<file path="src/rtl/apb_ctrl_pkg.sv">
// Shared types and constants for the APB bridge controller.
// Holds the FSM state enum, AHB response codes and default widths.
package apb_ctrl_pkg;

  localparam int DEF_ADDR_W     = 32;
  localparam int DEF_DATA_W     = 32;
  localparam int DEF_NUM_SLAVES = 3;
  localparam int DEF_MAX_WAIT   = 16;

  localparam logic HRESP_OKAY  = 1'b0;
  localparam logic HRESP_ERROR = 1'b1;

  typedef enum logic [2:0] {
    ST_IDLE,
    ST_WWAIT,
    ST_SETUP,
    ST_ACCESS,
    ST_ERR1,
    ST_ERR2
  } state_e;

endpackage

</file>
<file path="src/rtl/apb_bridge_ctrl_if.sv">
// Bus bundle between the AHB slave interface, the controller and APB.
// master: controller view (AHB/APB inputs in, P*/H* outputs out).
interface apb_bridge_ctrl_if #(
  parameter int ADDR_W     = 32,
  parameter int DATA_W     = 32,
  parameter int NUM_SLAVES = 3
);
  logic                  valid;
  logic                  Hwritereg;
  logic [ADDR_W-1:0]     Haddr1;
  logic [DATA_W-1:0]     Hwdata;
  logic [NUM_SLAVES-1:0] tempselx;
  logic                  Pready;
  logic                  Pslverr;
  logic [DATA_W-1:0]     Prdata;
  logic                  Pwrite;
  logic                  Penable;
  logic [NUM_SLAVES-1:0] Pselx;
  logic [ADDR_W-1:0]     Paddr;
  logic [DATA_W-1:0]     Pwdata;
  logic                  Hreadyout;
  logic [DATA_W-1:0]     Hrdata;
  logic                  Hresp;

  modport master (
    input  valid, Hwritereg, Haddr1, Hwdata,
    input  tempselx, Pready, Pslverr, Prdata,
    output Pwrite, Penable, Pselx, Paddr,
    output Pwdata, Hreadyout, Hrdata, Hresp
  );

  modport slave (
    output valid, Hwritereg, Haddr1, Hwdata,
    output tempselx, Pready, Pslverr, Prdata,
    input  Pwrite, Penable, Pselx, Paddr,
    input  Pwdata, Hreadyout, Hrdata, Hresp
  );
endinterface

</file>
<file path="src/rtl/apb_wait_timer.sv">
// ACCESS wait counter: clr/en/pready in, one-cycle timeout out.
// MAX_WAIT=0 disables the timeout; the counter then just saturates.
module apb_wait_timer #(
  parameter int MAX_WAIT = 16
) (
  input  logic clk,
  input  logic rst_n,
  input  logic clr,
  input  logic en,
  input  logic pready,
  output logic timeout
);
  localparam int CW =
    (MAX_WAIT < 2) ? 1 : $clog2(MAX_WAIT);
  localparam logic [CW-1:0] LAST =
    CW'((MAX_WAIT > 0) ? MAX_WAIT - 1 : 0);

  logic [CW-1:0] cnt;

  always_ff @(posedge clk) begin
    if (!rst_n) begin
      cnt <= '0;
    end else if (clr) begin
      cnt <= '0;
    end else if (en && !pready && cnt != '1) begin
      cnt <= cnt + 1'b1;
    end
  end

  assign timeout = (MAX_WAIT != 0) && en &&
                   !pready && (cnt == LAST);
endmodule

</file>
<file path="src/rtl/apb_bridge_ctrl.sv">
// APB master controller for the AHB-to-APB bridge (Hclk, Hresetn, bus).
// Define APB_CTRL_ERR_RESP_EN for the two-cycle AHB error response.
module apb_bridge_ctrl
  import apb_ctrl_pkg::*;
#(
  parameter int ADDR_W     = DEF_ADDR_W,
  parameter int DATA_W     = DEF_DATA_W,
  parameter int NUM_SLAVES = DEF_NUM_SLAVES,
  parameter int MAX_WAIT   = DEF_MAX_WAIT
) (
  input  logic             Hclk,
  input  logic             Hresetn,
  apb_bridge_ctrl_if.master bus
);
  state_e                state, nxt;
  logic [ADDR_W-1:0]     addr_q;
  logic                  write_q;
  logic [NUM_SLAVES-1:0] sel_q;
  logic [DATA_W-1:0]     wdata_q;

  logic              accept, hready, hresp;
  logic              penable, psel_en;
  logic [DATA_W-1:0] rdata;
  logic              mapped, rdy, err, tmo, done;

  // Unmapped selects complete at once as errors.
  assign mapped = |sel_q;
  assign rdy    = bus.Pready | ~mapped;
  assign err    = (rdy & (bus.Pslverr | ~mapped)) | tmo;
  assign done   = rdy | tmo;

  apb_wait_timer #(.MAX_WAIT(MAX_WAIT)) u_tmr (
    .clk     (Hclk),
    .rst_n   (Hresetn),
    .clr     (state == ST_SETUP),
    .en      (state == ST_ACCESS),
    .pready  (rdy),
    .timeout (tmo)
  );

  always_ff @(posedge Hclk) begin
    if (!Hresetn) state <= ST_IDLE;
    else          state <= nxt;
  end

  always_comb begin
    nxt     = state;
    hready  = 1'b1;
    hresp   = HRESP_OKAY;
    rdata   = '0;
    accept  = 1'b0;
    penable = 1'b0;
    psel_en = 1'b0;
    unique case (state)
      ST_IDLE: accept = 1'b1;
      ST_WWAIT: begin
        hready = 1'b0;
        nxt    = ST_SETUP;
      end
      ST_SETUP: begin
        hready  = 1'b0;
        psel_en = 1'b1;
        nxt     = ST_ACCESS;
      end
      ST_ACCESS: begin
        penable = 1'b1;
        psel_en = 1'b1;
`ifdef APB_CTRL_ERR_RESP_EN
        if (err) begin
          hready = 1'b0;
          nxt    = ST_ERR1;
        end else if (done) begin
          accept = 1'b1;
          if (!write_q) rdata = bus.Prdata;
        end else begin
          hready = 1'b0;
        end
`else
        if (done) begin
          accept = 1'b1;
          if (!write_q && mapped && !tmo)
            rdata = bus.Prdata;
        end else begin
          hready = 1'b0;
        end
`endif
      end
`ifdef APB_CTRL_ERR_RESP_EN
      ST_ERR1: begin
        hready = 1'b0;
        hresp  = HRESP_ERROR;
        nxt    = ST_ERR2;
      end
      ST_ERR2: begin
        hresp  = HRESP_ERROR;
        accept = 1'b1;
      end
`endif
      default: nxt = ST_IDLE;
    endcase
    if (accept) begin
      if (!bus.valid)        nxt = ST_IDLE;
      else if (bus.Hwritereg) nxt = ST_WWAIT;
      else                   nxt = ST_SETUP;
    end
  end

`ifndef APB_CTRL_ERR_RESP_EN
  logic unused_err;
  assign unused_err = err;
`endif

  always_ff @(posedge Hclk) begin
    if (!Hresetn) begin
      addr_q  <= '0;
      write_q <= 1'b0;
      sel_q   <= '0;
      wdata_q <= '0;
    end else begin
      if (accept && bus.valid) begin
        addr_q  <= bus.Haddr1;
        write_q <= bus.Hwritereg;
        sel_q   <= bus.tempselx;
      end
      if (state == ST_WWAIT) wdata_q <= bus.Hwdata;
    end
  end

  assign bus.Pselx     = psel_en ? sel_q : '0;
  assign bus.Paddr     = addr_q;
  assign bus.Pwrite    = write_q;
  assign bus.Pwdata    = wdata_q;
  assign bus.Penable   = penable;
  assign bus.Hreadyout = hready;
  assign bus.Hresp     = hresp;
  assign bus.Hrdata    = rdata;
endmodule

</file>
<file path="src/flat_wrapper.sv">
// flat-port wrapper written by rule: the top's interface ports become plain ports
module apb_bridge_ctrl_flat import apb_ctrl_pkg::*;
#(
  parameter int ADDR_W     = DEF_ADDR_W,
  parameter int DATA_W     = DEF_DATA_W,
  parameter int NUM_SLAVES = DEF_NUM_SLAVES,
  parameter int MAX_WAIT   = DEF_MAX_WAIT
)
  (Hclk, Hresetn, bus_valid, bus_Hwritereg, bus_Haddr1, bus_Hwdata, bus_tempselx, bus_Pready, bus_Pslverr, bus_Prdata, bus_Pwrite, bus_Penable, bus_Pselx, bus_Paddr, bus_Pwdata, bus_Hreadyout, bus_Hrdata, bus_Hresp);
  apb_bridge_ctrl_if #(.ADDR_W(ADDR_W), .DATA_W(DATA_W), .NUM_SLAVES(NUM_SLAVES)) bus_i ();
  input  logic Hclk;
  input  logic Hresetn;
  input wire logic [$bits(bus_i.valid)-1:0] bus_valid;
  input wire logic [$bits(bus_i.Hwritereg)-1:0] bus_Hwritereg;
  input wire logic [$bits(bus_i.Haddr1)-1:0] bus_Haddr1;
  input wire logic [$bits(bus_i.Hwdata)-1:0] bus_Hwdata;
  input wire logic [$bits(bus_i.tempselx)-1:0] bus_tempselx;
  input wire logic [$bits(bus_i.Pready)-1:0] bus_Pready;
  input wire logic [$bits(bus_i.Pslverr)-1:0] bus_Pslverr;
  input wire logic [$bits(bus_i.Prdata)-1:0] bus_Prdata;
  output wire logic [$bits(bus_i.Pwrite)-1:0] bus_Pwrite;
  output wire logic [$bits(bus_i.Penable)-1:0] bus_Penable;
  output wire logic [$bits(bus_i.Pselx)-1:0] bus_Pselx;
  output wire logic [$bits(bus_i.Paddr)-1:0] bus_Paddr;
  output wire logic [$bits(bus_i.Pwdata)-1:0] bus_Pwdata;
  output wire logic [$bits(bus_i.Hreadyout)-1:0] bus_Hreadyout;
  output wire logic [$bits(bus_i.Hrdata)-1:0] bus_Hrdata;
  output wire logic [$bits(bus_i.Hresp)-1:0] bus_Hresp;
  assign bus_i.valid = bus_valid;
  assign bus_i.Hwritereg = bus_Hwritereg;
  assign bus_i.Haddr1 = bus_Haddr1;
  assign bus_i.Hwdata = bus_Hwdata;
  assign bus_i.tempselx = bus_tempselx;
  assign bus_i.Pready = bus_Pready;
  assign bus_i.Pslverr = bus_Pslverr;
  assign bus_i.Prdata = bus_Prdata;
  assign bus_Pwrite = bus_i.Pwrite;
  assign bus_Penable = bus_i.Penable;
  assign bus_Pselx = bus_i.Pselx;
  assign bus_Paddr = bus_i.Paddr;
  assign bus_Pwdata = bus_i.Pwdata;
  assign bus_Hreadyout = bus_i.Hreadyout;
  assign bus_Hrdata = bus_i.Hrdata;
  assign bus_Hresp = bus_i.Hresp;
  apb_bridge_ctrl #(.ADDR_W(ADDR_W), .DATA_W(DATA_W), .NUM_SLAVES(NUM_SLAVES), .MAX_WAIT(MAX_WAIT)) u_core (.Hclk(Hclk), .Hresetn(Hresetn), .bus(bus_i));
endmodule
</file>
<file path="config.mk">
export PLATFORM = sky130hd
export DESIGN_NAME = apb_bridge_ctrl_flat
export DESIGN_NICKNAME = d
export VERILOG_FILES = /design/src/rtl/apb_ctrl_pkg.sv /design/src/rtl/apb_bridge_ctrl_if.sv /design/src/rtl/apb_wait_timer.sv /design/src/rtl/apb_bridge_ctrl.sv /design/src/flat_wrapper.sv
export SDC_FILE = /design/constraint.sdc
export NUM_CORES = 1
export LEC_CHECK = 0
export CORE_UTILIZATION = 39
export DETAILED_ROUTE_END_ITERATION = 7
export PLACE_DENSITY = 0.86
export SYNTH_ARGS = -nofsm -noshare
export SYNTH_HDL_FRONTEND = slang
export SYNTH_SLANG_ARGS = --single-unit
</file>
<file path="constraint.sdc">
create_clock -name Hclk -period 4 [get_ports Hclk]
set_input_delay 1.2 -clock Hclk [delete_from_list [all_inputs] [get_ports Hclk]]
set_output_delay 1.2 -clock Hclk [all_outputs]
set_load 0.01 [all_outputs]
</file>
# --- After elaboration in Yosys (flattened, before gate mapping) ---
# Cells that the tools add are included.
word_totals:
  in_bits: 105
  out_inout_bits: 103
  elab_cells: 45
  register_bits: 75
classes:
  n_eq_ne: 6
  bitwise_logic: 4
  n_mux: 13
  n_reduce_logical: 15
  add_sub_neg: 1
op_table:
  columns: ["operator", "n"]
  rows:
  - ["32-bit two-way mux", 3]
  - ["3-bit two-way mux", 3]
  - ["3-bit case mux with 3 select lines", 1]
  - ["2-bit OR reduction", 4]
  - ["3-bit by 2-bit equality test with 1-bit output (second input constant)", 2]
  - ["1-bit logical AND", 6]
  - ["4-bit by 1-bit adder with 4-bit output (second input constant)", 1]
  - ["4-bit equality test (second input constant)", 1]
  - ["4-bit inequality test (second input constant)", 1]
  - ["1-bit case mux with 2 select lines", 2]
  - ["3-bit by 1-bit equality test with 1-bit output (second input constant)", 1]
  - ["1-bit zero test", 3]
  - ["3-bit zero test", 1]
  - ["1-bit two-way mux", 3]
  - ["3-bit OR reduction", 1]
  - ["2-bit two-way mux", 1]
  - ["2-bit by 1-bit inequality test with 1-bit output (second input constant)", 1]
  - ["1-bit NOT", 2]
  - ["1-bit bitwise OR", 2]

# --- Longest topological paths before layout ---
# Gate-level depths: netlist of run 1.
logic_depth:
  word_depth: 11
  ltp_mapped: 7
  depth_no_buf: 6

# --- Cells and area by module ---
# From an unflattened synthesis of run 1, not the netlist that was laid out.
hier_totals:
  cells_unflattened: 349
  hier_area_um2: 3353.2
by_module_without_submodules:
  columns: ["mod", "cells_per_inst", "instances", "area_each_um2", "seq_area_each_um2"]
  rows:
  - ["apb_bridge_ctrl", 326, 1, 3138.0, 1401.3]
  - ["apb_wait_timer", 23, 1, 215.2, 80.1]

# --- Least setup slack after synthesis of run 1 ---
# Ideal clock, no wire load.
synth_timing:
  path_type: "in2out"
  startpoint: "input bus_Pready"
  endpoint: "output bus_Hrdata[10]"
  t_required_ns: 2.800
  setup_slack_ns: 0.870
  path_buffers: 1
  path_stages: 4
  arrival_time_ns: 1.930
  cell_sequence: "nand2_1 nor3_1 clkbuf_1 and2_1"
synth_between:
  elab_chain_len: 9
  elab_cells_between_ends: 10
  classes_between: "mux: 3; bitwise: 2; reduce/logical: 5"
synth_rtl:
  columns: ["element", "line", "rtl"]
  rows:
  - ["start: declaration", "flat_wrapper.sv:18", "input wire logic [$bits(bus_i.Pready)-1:0] bus_Pready;"]
  - ["1-bit bitwise OR *", "apb_bridge_ctrl.sv:28", "assign rdy = bus.Pready | ~mapped;"]
  - ["1-bit zero test", "apb_wait_timer.sv:31", "!pready && (cnt == LAST);"]
  - ["1-bit logical AND", "apb_wait_timer.sv:30", "assign timeout = (MAX_WAIT != 0) && en &&"]
  - ["1-bit logical AND", "apb_wait_timer.sv:31", null]
  - ["1-bit zero test", "apb_bridge_ctrl.sv:81", "if (!write_q && mapped && !tmo)"]
  - ["1-bit logical AND", "apb_bridge_ctrl.sv:81", null]
  - ["32-bit two-way mux", "apb_bridge_ctrl.sv:81", null]
  - ["32-bit two-way mux *", "apb_bridge_ctrl.sv:79", "if (done) begin"]
  - ["32-bit two-way mux *", "apb_bridge_ctrl.sv:54", "unique case (state)"]
  - ["end: declaration", "flat_wrapper.sv:27", "output wire logic [$bits(bus_i.Hrdata)-1:0] bus_Hrdata;"]
# Mark *: on every way between the ends. The rest lies on a longest branch, timed or not.

# --- Worst setup path after layout of run 1 ---
layout_timing:
  startpoint: "input bus_Pready"
  endpoint: "output bus_Hreadyout"
layout_between:
  elab_chain_len: 7
layout_rtl:
  columns: ["element", "line", "rtl"]
  rows:
  - ["1-bit bitwise OR *", "apb_bridge_ctrl.sv:28", null]
  - ["1-bit zero test", "apb_wait_timer.sv:31", null]
  - ["1-bit logical AND", "apb_wait_timer.sv:30", null]
  - ["1-bit logical AND", "apb_wait_timer.sv:31", null]
  - ["1-bit bitwise OR *", "apb_bridge_ctrl.sv:30", "assign done = rdy | tmo;"]
  - ["1-bit two-way mux *", "apb_bridge_ctrl.sv:79", null]
  - ["1-bit case mux with 2 select lines *", "apb_bridge_ctrl.sv:54", null]
  - ["end: declaration", "flat_wrapper.sv:26", "output wire logic [$bits(bus_i.Hreadyout)-1:0] bus_Hreadyout;"]
# Marked as above.

==> metrics.txt, run 1 <==
post-route minimum period=3.916 ns; CP Max Fanout=2; Pwr Total=2.545 mW; row cnt=32; Leak=2.338 nW; Inserted Clock Buffers=9; maximum VDD drop=0.0002494 V; Post-Synth XOR/XNOR Area=0.008274; fill count=595; sequential share of power=0.393; CP max stage cell=clkdlybuf4s50_1; Avg Cell Area, Syn=9.125 um^2; Skew-Pair Late Insertion Delay=0.33 ns; met1 WL=3732 um; worst r2r src=u_core.state[0]$_SDFFE_PN0P_; CP cell instances=clkdlybuf4s50_1, buf_4, a31o_4, nor3_2, a21oi_1, clkdlybuf4s50_1; mux share of post-synthesis cell area=0.1040; DR WL met2=4359 um; FF-to-FF path depth=6; dominant synthesized flop cell=dfxtp_1; post-synthesis compound-gate area fraction=0.08629; synth warn=0; Net Switching=844.3 uW; Seq/Total Area, Yosys=0.4665; crit path launch type=primary input; layout cells sized above 1=0.05808; period utilization=0.9790; 1st-iter DRT viols=108; Die Area=8507 um^2; RD Place Congestion=0.7213; Hold Fails Final Rpt=0; via count=3,036; reg-to-reg slack, setup=1.94 ns; number of global-route vias before repair=2,864; DR WL/cell=13.57 um; Post-synth EDFFs=0; proportion of netlist area held by the largest area contributor=0.4665; Via-to-Cell Ratio=4.649; Synth Register Bits=74; WL met3=663 um; Synth Area in Simple Gates=0.2644; Final #Nets=657; antenna cells=0; clock power share=0.197; # IOs=208; Die W=92.24 um; clk_skew=0.009463 ns; Max Slew Vio Count=0; Post-synth ARST share=0; Worst-Margin Slew=0.9685 ns; multi-input logic area=1555 um^2; Setup CP Type=in -> out; outcome=complete, no violations; highest metal used=met4; critical path capture point type=output port; RR Endpoint=u_core.bus.Paddr[6]$_SDFFE_PN0P_; DRC Markers=0; switch share=0.3317; Max Cap Violations=0; TritonCTS clock tree=yes; Post-DRT Antenna Nets=0; synth cell count leaders=74 x dfxtp_1, 38 x nand2_1, 37 x nand3_1, 37 x nor2b_1, 33 x mux2i_1; sink of the worst hold path=u_core.bus.Paddr[18]$_SDFFE_PN0P_; count leader, synth=dfxtp_1; Data required, critical path=2.80 ns; Most common cell on crit path=clkdlybuf4s50_1; first-pass GRT wire length=13,630 um; final cell count without fillers=653; root buffer cell=clkbuf_8; Port Buffer Count=205; Peak Freq=255.4 MHz; Worst EP arrival=2.72 ns; cell area after synthesis=3176 um^2; max incr delay on CP=0.50 ns; post-synthesis cell count=348; min-delay src=u_core.bus.Paddr[18]$_SDFFE_PN0P_; synth unique cells=32; Post-Route WL=8859 um; Pwr Density=460.2 nW/um^2; Logic pwr share=0.410; GRT overflow=0; largest cells by area after synthesis=dfxtp_1 47%, mux2i_1 10%, nor2b_1 7.3%; initial antenna violation count=0; Die Y=92.24 um; Post-Syn Nets=458; DP Wirelength=6504 um; # setup viols final=0; CTS Hold Bufs=0; clk slew on worst S/H paths=0.07 ns; Total Routing Usage GR=0.2011; main combinational cell family by area after synthesis=simple AND/OR/NAND/NOR gates; largest net degree at the start of global routing=74; TNS Setup=0 ns; cell-internal power=1.701 mW; Initial Util=0.4067; relative slew slack=0.3544; RSZ-0062 raised after global routing=no; Worst Hold Class=reg -> reg; Yosys top cell by area=dfxtp_1; clock sinks=74; first-pass iteration count of the detailed router=4; Adder-Cell Fraction of Synth Area=0.01970; placed instance count=634; core area=7807 um^2; hold path cells=2; H-tree depth=3; clk buf depth=2; Synth-to-Final Area Change=74.15%; Register Area=1481 um^2
-- per-stage QoR --
| step | setup slack (ns) | hold WS (ns) | util | cell area (um^2) |
|---|---|---|---|---|
| 2_1_floorplan | 0.8702 | 0.4810 | - | 3176 |
| 3_3_place_gp | 0.02272 | 0.4420 | 0.6764 | 5281 |
| 3_5_place_dp | -0.008299 | 0.4515 | 0.6764 | 5281 |
| 4_1_cts | 0.0001712 | 0.4635 | 0.6957 | 5431 |
| 5_1_grt | 0.03416 | 0.4805 | 0.7083 | 5530 |
| 6_report | 0.08398 | 0.4617 | 0.7083 | 5530 |
-- cell families after synthesis --
kind of cell / count (synthesis)
other: 1
XOR/XNOR: 3
AO/OA/AOI/OAI: 45
adder cells (fa/ha/maj): 5
multiplexers: 33
AND/OR/NAND/NOR: 157
flip-flops: 74
buffers and inverters: 30
-- power by group through the flow --
stage | registers [mW] | logic (mW) | clock network, mW
2_1_floorplan | 1.08 | 0.498 | 0
6_report | 0.999 | 1.04 | 0.502
3_3_place_gp | 1.00 | 1.02 | 0
4_1_cts | 1.00 | 1.05 | 0.520
5_1_grt | 1.02 | 1.13 | 0.558
3_5_place_dp | 1.02 | 1.05 | 0
-- layout by cell type (no fill, tap or decap), types with 2 or more instances in the layout --
cell	n
dlygate4sd2_1	16
ha_1	4
buf_4	7
xnor2_1	3
nor3_4	2
and2_1	32
clkbuf_8	10
buf_12	2
o21ai_0	32
clkdlybuf4s50_1	172
nand3_1	37
o21ai_1	6
mux2i_1	33
dfxtp_1	74
inv_1	3
nor2b_1	37
dlymetal6s2s_1	16
nor2_1	5
nand2_1	38
clkinvlp_4	2
-- flip-flops by register name, indices dropped and copies added (netlist names) --
register	flops
u_core.bus.Paddr	32
u_core.bus.Pwdata	32
u_core.bus.Pwrite	1
u_core.sel_q	3
u_core.state	2
u_core.u_tmr.cnt	4
-- worst max-delay path by stage --
stage	start	to	slack [ns]	depth (start not counted)
3_5_place_dp	bus_Pready	bus_Hrdata[3]	-0.008	6
6_report	bus_Pready	bus_Hreadyout	0.08	6
2_1_floorplan	bus_Pready	bus_Hrdata[10]	0.87	4
5_1_grt	bus_Pready	bus_Hreadyout	0.03	6
4_1_cts	bus_Pready	bus_Hrdata[19]	0.0002	6
3_3_place_gp	bus_Pready	bus_Hrdata[24]	0.02	6
-- critical path, delay by kind of cell --
kind,cells,cell delay [ns]
compound gates,2,0.28
simple gates,1,0.16
buf+inv,3,1.07
-- layer usage --
layer  global-route usage  vias to the layer above
met1               0.2348                     1355
li1                     -                     1553
met5                    0                        -
met2               0.3414                      116
met3              0.06219                       12
met4              0.08073                        0
-- cell type report --
type                    instances  share of cell area
inverters                       3            0.002036
flip-flops and latches         74              0.2679
well taps                     102             0.02308
clock buffers                  11             0.02557
repair buffers                215              0.3950
multi-input cells             244              0.2812
clock inverters                 4            0.005204
-- what timing repair did --
item	CTS	global route
endpoints found under the setup margin	16	17
gates cloned	0	1
gates resized for setup	16	18
endpoints found under the hold margin	0	0
setup buffers	0	3
(Power assumes the default switching activity.)
==> inputs of run 2 (changes only) <==
--- a/config.mk
+++ b/config.mk
@@ -5,9 +5,11 @@
 export SDC_FILE = /design/constraint.sdc
 export NUM_CORES = 1
 export LEC_CHECK = 0
-export CORE_UTILIZATION = 39
+export CORE_UTILIZATION = 40
 export DETAILED_ROUTE_END_ITERATION = 7
 export PLACE_DENSITY = 0.86
+export SETUP_SLACK_MARGIN = 0.4
 export SYNTH_ARGS = -nofsm -noshare
 export SYNTH_HDL_FRONTEND = slang
+export SYNTH_HIERARCHICAL = 1
 export SYNTH_SLANG_ARGS = --single-unit
==> metrics.txt, run 2 <==
post-route minimum period=4.199 ns (was 3.916 ns); max incr delay on CP=0.26 ns (was 0.50 ns); Worst Hold Class=reg -> reg (unchanged); Hold Fails Final Rpt=0 (unchanged); Final Util=0.7348 (was 0.7083); Setup CP Type=in -> out (unchanged); cell area after synthesis=3353 um^2 (was 3176 um^2); Post-DRT Antenna Nets=0 (unchanged); reg-to-reg slack, setup=1.40 ns (was 1.94 ns); TNS Setup=-4.955 ns (was 0 ns); Total Routing Usage GR=0.2298 (was 0.2011); Die W=93.56 um (was 92.24 um); post-synthesis cell count=349 (was 348); Synth-to-Final Area Change=79.14% (was 74.15%); Worst EP arrival=3.00 ns (was 2.72 ns); initial antenna violation count=0 (unchanged); Post-Route WL=10,200 um (was 8859 um); fill count=582 (was 595); CTS Hold Bufs=0 (unchanged); crit path launch type=primary input (unchanged); FF-to-FF path depth=9 (was 6); CP Launch Point=bus_Pready (unchanged); CP Max Fanout=8 (was 2); maximum VDD drop=0.0003731 V (was 0.0002494 V); Final #Nets=677 (was 657); final instance area=6007 um^2 (was 5530 um^2); clk buf depth=2 (unchanged); RSZ-0062 raised after global routing=yes (was no); relative slew slack=0.3239 (was 0.3544); clk slew on worst S/H paths=0.08 ns (was 0.07 ns); Die Area=8753 um^2 (was 8507 um^2); row cnt=33 (was 32); Pwr Density=480.0 nW/um^2 (was 460.2 nW/um^2); Yosys top cell by area=dfxtp_1 (unchanged); clk_skew=0.01605 ns (was 0.009463 ns); worst r2r src=u_core/sel_q[2]$_SDFFE_PN0P_ (was u_core.state[0]$_SDFFE_PN0P_); sink of the worst hold path=u_core/bus.Paddr[16]$_SDFFE_PN0P_ (was u_core.bus.Paddr[18]$_SDFFE_PN0P_); via count=3,203 (was 3,036); Seq/Total Area, Yosys=0.4418 (was 0.4665); DRC Markers=0 (unchanged); RR Endpoint=u_core/state[0]$_SDFFE_PN0P_ (was u_core.bus.Paddr[6]$_SDFFE_PN0P_); Setup Slack @ Placement=-0.7601 ns (was -0.008299 ns); worst setup margin=-0.1988 ns (was 0.08398 ns); Worst-Margin Slew=1.014 ns (was 0.9685 ns); Synth Register Bits=74 (unchanged); Post-synth ARST share=0 (unchanged); RD Place Congestion=0.7495 (was 0.7213); hold path cells=2 (unchanged); clock sinks=74 (unchanged); Post-synth EDFFs=0 (unchanged); Max Slew Vio Count=0 (unchanged); antenna cells=0 (unchanged); Placed Instance Area=5515 um^2 (was 5281 um^2); first-pass GRT wire length=15,630 um (was 13,630 um); Peak Freq=238.2 MHz (was 255.4 MHz); root buffer cell=clkbuf_8 (unchanged); synth warn=6 (was 0); Via-to-Cell Ratio=4.731 (was 4.649); count leader, synth=dfxtp_1 (unchanged); 1st-iter DRT viols=101 (was 108); # setup viols final=31 (was 0); most common cell after layout, fill and taps aside=clkdlybuf4s50_1 (unchanged); largest net degree at the start of global routing=44 (was 74); Post-Syn Nets=459 (was 458); proportion of netlist area held by the largest area contributor=0.4418 (was 0.4665); Avg Cell Area, Syn=9.608 um^2 (was 9.125 um^2); DR WL/cell=15.07 um (was 13.57 um); Inserted Clock Buffers=9 (unchanged); Leak=2.330 nW (was 2.338 nW); min-delay src=u_core/bus.Paddr[16]$_SDFFE_PN0P_ (was u_core.bus.Paddr[18]$_SDFFE_PN0P_); TritonCTS clock tree=yes (unchanged); placed instance count=645 (was 634); synth unique cells=41 (was 32); number of global-route vias before repair=3,272 (was 2,864); critical path capture point type=output port (unchanged); GRT overflow=0 (unchanged); core area=8175 um^2 (was 7807 um^2); H-tree depth=3 (unchanged); outcome=finished, violations left (was complete, no violations); first-pass iteration count of the detailed router=4 (unchanged); Most common cell on crit path=buf_6 (was clkdlybuf4s50_1); Die Y=93.56 um (was 92.24 um); Port Buffer Count=205 (unchanged); largest cells by area after synthesis=dfxtp_1 44%, mux2i_1 20%, nand2_1 8.2% (was dfxtp_1 47%, mux2i_1 10%, nor2b_1 7.3%); period utilization=1.050 (was 0.9790); CP cell instances=buf_6, or2_4, and2b_1, and4_4, o31ai_4, nor4_4, buf_4, buf_6, buf_12, and2_4, buf_6 (was clkdlybuf4s50_1, buf_4, a31o_4, nor3_2, a21oi_1, clkdlybuf4s50_1); CP max stage cell=and4_4 (was clkdlybuf4s50_1); synth cell count leaders=74 x dfxtp_1, 73 x nand2_1, 68 x mux2i_1, 34 x and2_1, 33 x nor2b_1 (was 74 x dfxtp_1, 38 x nand2_1, 37 x nand3_1, 37 x nor2b_1, 33 x mux2i_1); Initial Util=0.4102 (was 0.4067); DP Wirelength=6944 um (was 6504 um); dominant synthesized flop cell=dfxtp_1 (unchanged); most frequent cells in the layout=170 x clkdlybuf4s50_1, 74 x dfxtp_1, 73 x nand2_1 (was 172 x clkdlybuf4s50_1, 74 x dfxtp_1, 38 x nand2_1); Data required, critical path=2.80 ns (about the same); failing checks=setup timing; final cell count without fillers=677 (was 653); Skew-Pair Late Insertion Delay=0.34 ns (was 0.33 ns); # IOs=208 (unchanged); layout cells sized above 1=0.2063 (was 0.05808); Max Cap Violations=0 (unchanged)
run 2: cell types whose count changed in the layout (fill, tap and decap cells not counted), sizes merged, moves of 16 or more:
cell / delta
buf: +50
o21ai: -34
mux2i: +35
dlymetal6s2s: -16
dlygate4sd2: -16
nand2: +35
nand3: -36
run 2: worst max path at each step:
stage / to / slack, ns / cells past startpoint
2_1_floorplan: bus_Hrdata[12] / 0.20 / 7
5_1_grt: bus_Hrdata[8] / -0.27 / 11
4_1_cts: bus_Hrdata[17] / -0.27 / 11
3_3_place_gp: bus_Hrdata[8] / -0.71 / 9
3_5_place_dp: bus_Hrdata[8] / -0.76 / 9
6_report: bus_Hrdata[2] / -0.20 / 11
run 2: kinds of logic (layout without fill, tap and decap cells):
family	count (synthesis)	after routing	share of synthesized area
simple gates	159	159	0.2545
flops	74	74	0.4418
mux	68	68	0.2030
buf+inv	27	250	0.05075
compound gates	15	15	0.03023
fa+ha+maj	5	5	0.01866
other cells	1	1	0.001118
run 2: layout make-up:
cell class	instances	area, um^2	area share
timing repair buffer	231	2356	0.3922
inverter	3	11.26	0.001875
tap	105	131.4	0.02187
sequential	74	1481	0.2466
clock buffer	9	123.9	0.02062
multi-input combinational	248	1821	0.3031
clock inverter	7	82.58	0.01375
run 2: per-stage QoR:
| stage | hold WS (ns) | total power, mW |
|---|---|---|
| detailed placement | 0.4516 | 2.242 |
| global placement | 0.4410 | 2.211 |
| global route | 0.4790 | 3.044 |
| floorplan | 0.4747 | 1.724 |
| CTS | 0.4646 | 2.890 |
| finish | 0.4609 | 2.884 |
run 2: metal layers:
metal | track usage | up-vias | wire length (um)
met4 | 0.09359 | 0 | 271
met5 | 0 | - | 0
met2 | 0.4167 | 106 | 5318
li1 | - | 1588 | -
met1 | 0.2538 | 1486 | 4066
met3 | 0.05854 | 23 | 548
run 2: what timing repair did:
item,in CTS,in global routing
endpoints found under the setup margin,33,33
resized for setup,176,30
setup buffers,9,4
cloned,3,0
pin swaps,31,4
run 2: critical path: cells and delay by family:
family,cells,cell delay [ns]
buffers and inverters,5,0.63
AND/OR/NAND/NOR,5,1.08
AO/OA/AOI/OAI,1,0.09
run 2: power by group:
group / internal (mW) / switching [mW]
combinational: 0.716 / 0.549
clock: 0.299 / 0.304
sequential: 0.912 / 0.104
==> inputs of run 3 (changes only) <==
==> constraint.sdc (replaced) <==
create_clock -name Hclk -period 4 [get_ports Hclk]
set_input_delay 0.6 -clock Hclk [delete_from_list [all_inputs] [get_ports Hclk]]
set_output_delay 0.6 -clock Hclk [all_outputs]
set_load 0.01 [all_outputs]
==> metrics.txt, run 3 (synthesized netlist as in run 2, its figures left out) <==
outcome=complete, no violations (was finished, violations left); Initial Util=0.4102 (unchanged); Setup Slack @ Placement=0.1686 ns (was -0.7601 ns); Final #Nets=663 (was 677); first-pass iteration count of the detailed router=4 (unchanged); 1st-iter DRT viols=94 (was 101); CP cell instances=dlygate4sd2_1, or2_2, and2b_2, and4_4, o31ai_4, nor4_4, buf_4, buf_4, buf_12, and2_1, dlygate4sd2_1 (was buf_6, or2_4, and2b_1, and4_4, o31ai_4, nor4_4, buf_4, buf_6, buf_12, and2_4, buf_6); root buffer cell=clkbuf_8 (unchanged); first-pass GRT wire length=14,060 um (was 15,630 um); # setup viols final=0 (was 31); Worst EP arrival=2.92 ns (was 3.00 ns); relative slew slack=0.3238 (was 0.3239); GRT overflow=0 (unchanged); initial antenna violation count=0 (unchanged); # IOs=208 (unchanged); Pwr Density=490.8 nW/um^2 (was 480.0 nW/um^2); sink of the worst hold path=u_core/bus.Paddr[2]$_SDFFE_PN0P_ (was u_core/bus.Paddr[16]$_SDFFE_PN0P_); Placed Instance Area=5440 um^2 (was 5515 um^2); layout cells sized above 1=0.07706 (was 0.2063); Max Slew Vio Count=0 (unchanged); Crit path depth=11 (unchanged); maximum VDD drop=0.0002652 V (was 0.0003731 V); Synth-to-Final Area Change=70.22% (was 79.14%); Worst-Margin Slew=1.014 ns (about the same); Worst Hold Class=reg -> reg (unchanged); number of global-route vias before repair=3,009 (was 3,272); Via-to-Cell Ratio=4.661 (was 4.731); Inserted Clock Buffers=9 (unchanged); hold path cells=2 (unchanged); most common cell after layout, fill and taps aside=clkdlybuf4s50_1 (unchanged); H-tree depth=3 (unchanged); fill count=646 (was 582); largest net degree at the start of global routing=58 (was 44); period utilization=0.8806 (was 1.050); DR WL/cell=13.85 um (was 15.07 um); RD Place Congestion=0.6917 (was 0.7495); min-delay src=u_core/bus.Paddr[2]$_SDFFE_PN0P_ (was u_core/bus.Paddr[16]$_SDFFE_PN0P_); post-route minimum period=3.522 ns (was 4.199 ns); Post-Route WL=9180 um (was 10,200 um); reg-to-reg slack, setup=1.48 ns (was 1.40 ns); RSZ-0062 raised after global routing=no (was yes); CP Max Fanout=16 (was 8); RR Endpoint=u_core/state[0]$_SDFFE_PN0P_ (unchanged); FF-to-FF path depth=9 (unchanged); worst r2r src=u_core/sel_q[1]$_SDFFE_PN0P_ (was u_core/sel_q[2]$_SDFFE_PN0P_); Data required, critical path=3.40 ns (was 2.80 ns); final instance area=5708 um^2 (was 6007 um^2); row cnt=33 (unchanged); Leak=2.261 nW (was 2.330 nW); DRC Markers=0 (unchanged); Max Cap Violations=0 (unchanged); Post-DRT Antenna Nets=0 (unchanged); CP max stage cell=or2_2 (was and4_4); clk_skew=0.01200 ns (was 0.01605 ns); via count=3,090 (was 3,203); Setup CP Type=in -> out (unchanged); DP Wirelength=6661 um (was 6944 um); max incr delay on CP=0.32 ns (was 0.26 ns); Total Routing Usage GR=0.2052 (was 0.2298); Die W=93.56 um (unchanged); clk slew on worst S/H paths=0.08 ns (about the same); worst setup margin=0.4776 ns (was -0.1988 ns); antenna cells=0 (unchanged); Die Area=8753 um^2 (unchanged); Peak Freq=283.9 MHz (was 238.2 MHz); most frequent cells in the layout=171 x clkdlybuf4s50_1, 74 x dfxtp_1, 73 x nand2_1 (was 170 x clkdlybuf4s50_1, 74 x dfxtp_1, 73 x nand2_1); core area=8175 um^2 (unchanged); Hold Fails Final Rpt=0 (unchanged); TNS Setup=0 ns (was -4.955 ns); delay-heaviest family, CP=simple AND/OR/NAND/NOR gates (unchanged); crit path launch type=primary input (unchanged); Port Buffer Count=205 (unchanged); clk buf depth=2 (unchanged); Final Util=0.6982 (was 0.7348); buffers plus inverters on the worst setup path=5 (unchanged); Skew-Pair Late Insertion Delay=0.34 ns (about the same); clock sinks=74 (unchanged); Die Y=93.56 um (unchanged); TritonCTS clock tree=yes (unchanged); critical path capture point type=output port (unchanged)
==> run 3: stage by stage <==
step / instances / hold WS [ns] / power (mW)
final: 663 / 0.4592 / 2.802
after global routing: 663 / 0.4774 / 2.961
after CTS: 661 / 0.4633 / 2.811
after detailed placement: 638 / 0.4484 / 2.222
after global placement: 638 / 0.4408 / 2.183
after floorplan: 349 / 0.4708 / 1.711
==> run 3: layout make-up <==
type                       instances  area, um^2  area share
timing repair buffer             217        2143      0.3755
clock inverter                     7       76.32     0.01337
inverter                           3       11.26    0.001973
clock buffer                       9       123.9     0.02170
tap                              105       131.4     0.02302
multi-input combinational        248        1740      0.3049
sequential                        74        1481      0.2595
==> run 3: timing repair <==
action,CTS,global route
gates resized for setup,36,4
setup endpoints to repair,33,5
hold endpoints to repair,0,0
cloned,2,0
pin swaps,1,2
hold buffers,0,0
setup buffers,5,2
==> run 3: metal layers <==
| layer | vias up | track usage | wire length, um |
|---|---|---|---|
| met2 | 110 | 0.3725 | 4742 |
| met4 | 0 | 0.05769 | 80 |
| met1 | 1414 | 0.2300 | 3646 |
| met3 | 9 | 0.06260 | 709 |
| li1 | 1557 | - | - |
| met5 | - | 0 | 0 |
==> run 3: where the power goes <==
part	leakage, nW	internal [mW]	switching, mW	total [mW]
registers	0.603	0.912	0.103	1.01
logic	1.56	0.683	0.522	1.20
clock network	0.0962	0.292	0.290	0.582
total	2.26	1.89	0.914	2.80
==> run 3: worst max path at each step <==
stage,start,endpoint
after floorplan,bus_Pready,bus_Hrdata[10]
after global placement,bus_Pready,bus_Hrdata[11]
after detailed placement,bus_Pready,bus_Hrdata[20]
after CTS,u_core/sel_q[2]$_SDFFE_PN0P_,bus_Hrdata[24]
after global routing,bus_Pready,bus_Hrdata[10]
final,bus_Pready,bus_Hrdata[11]
==> run 3: tightest hold or removal path, stage by stage, from the launching register on <==
cell and delay, ns:
dfxtp_1 0.31, nand2_1 0.05, mux2i_1 0.05
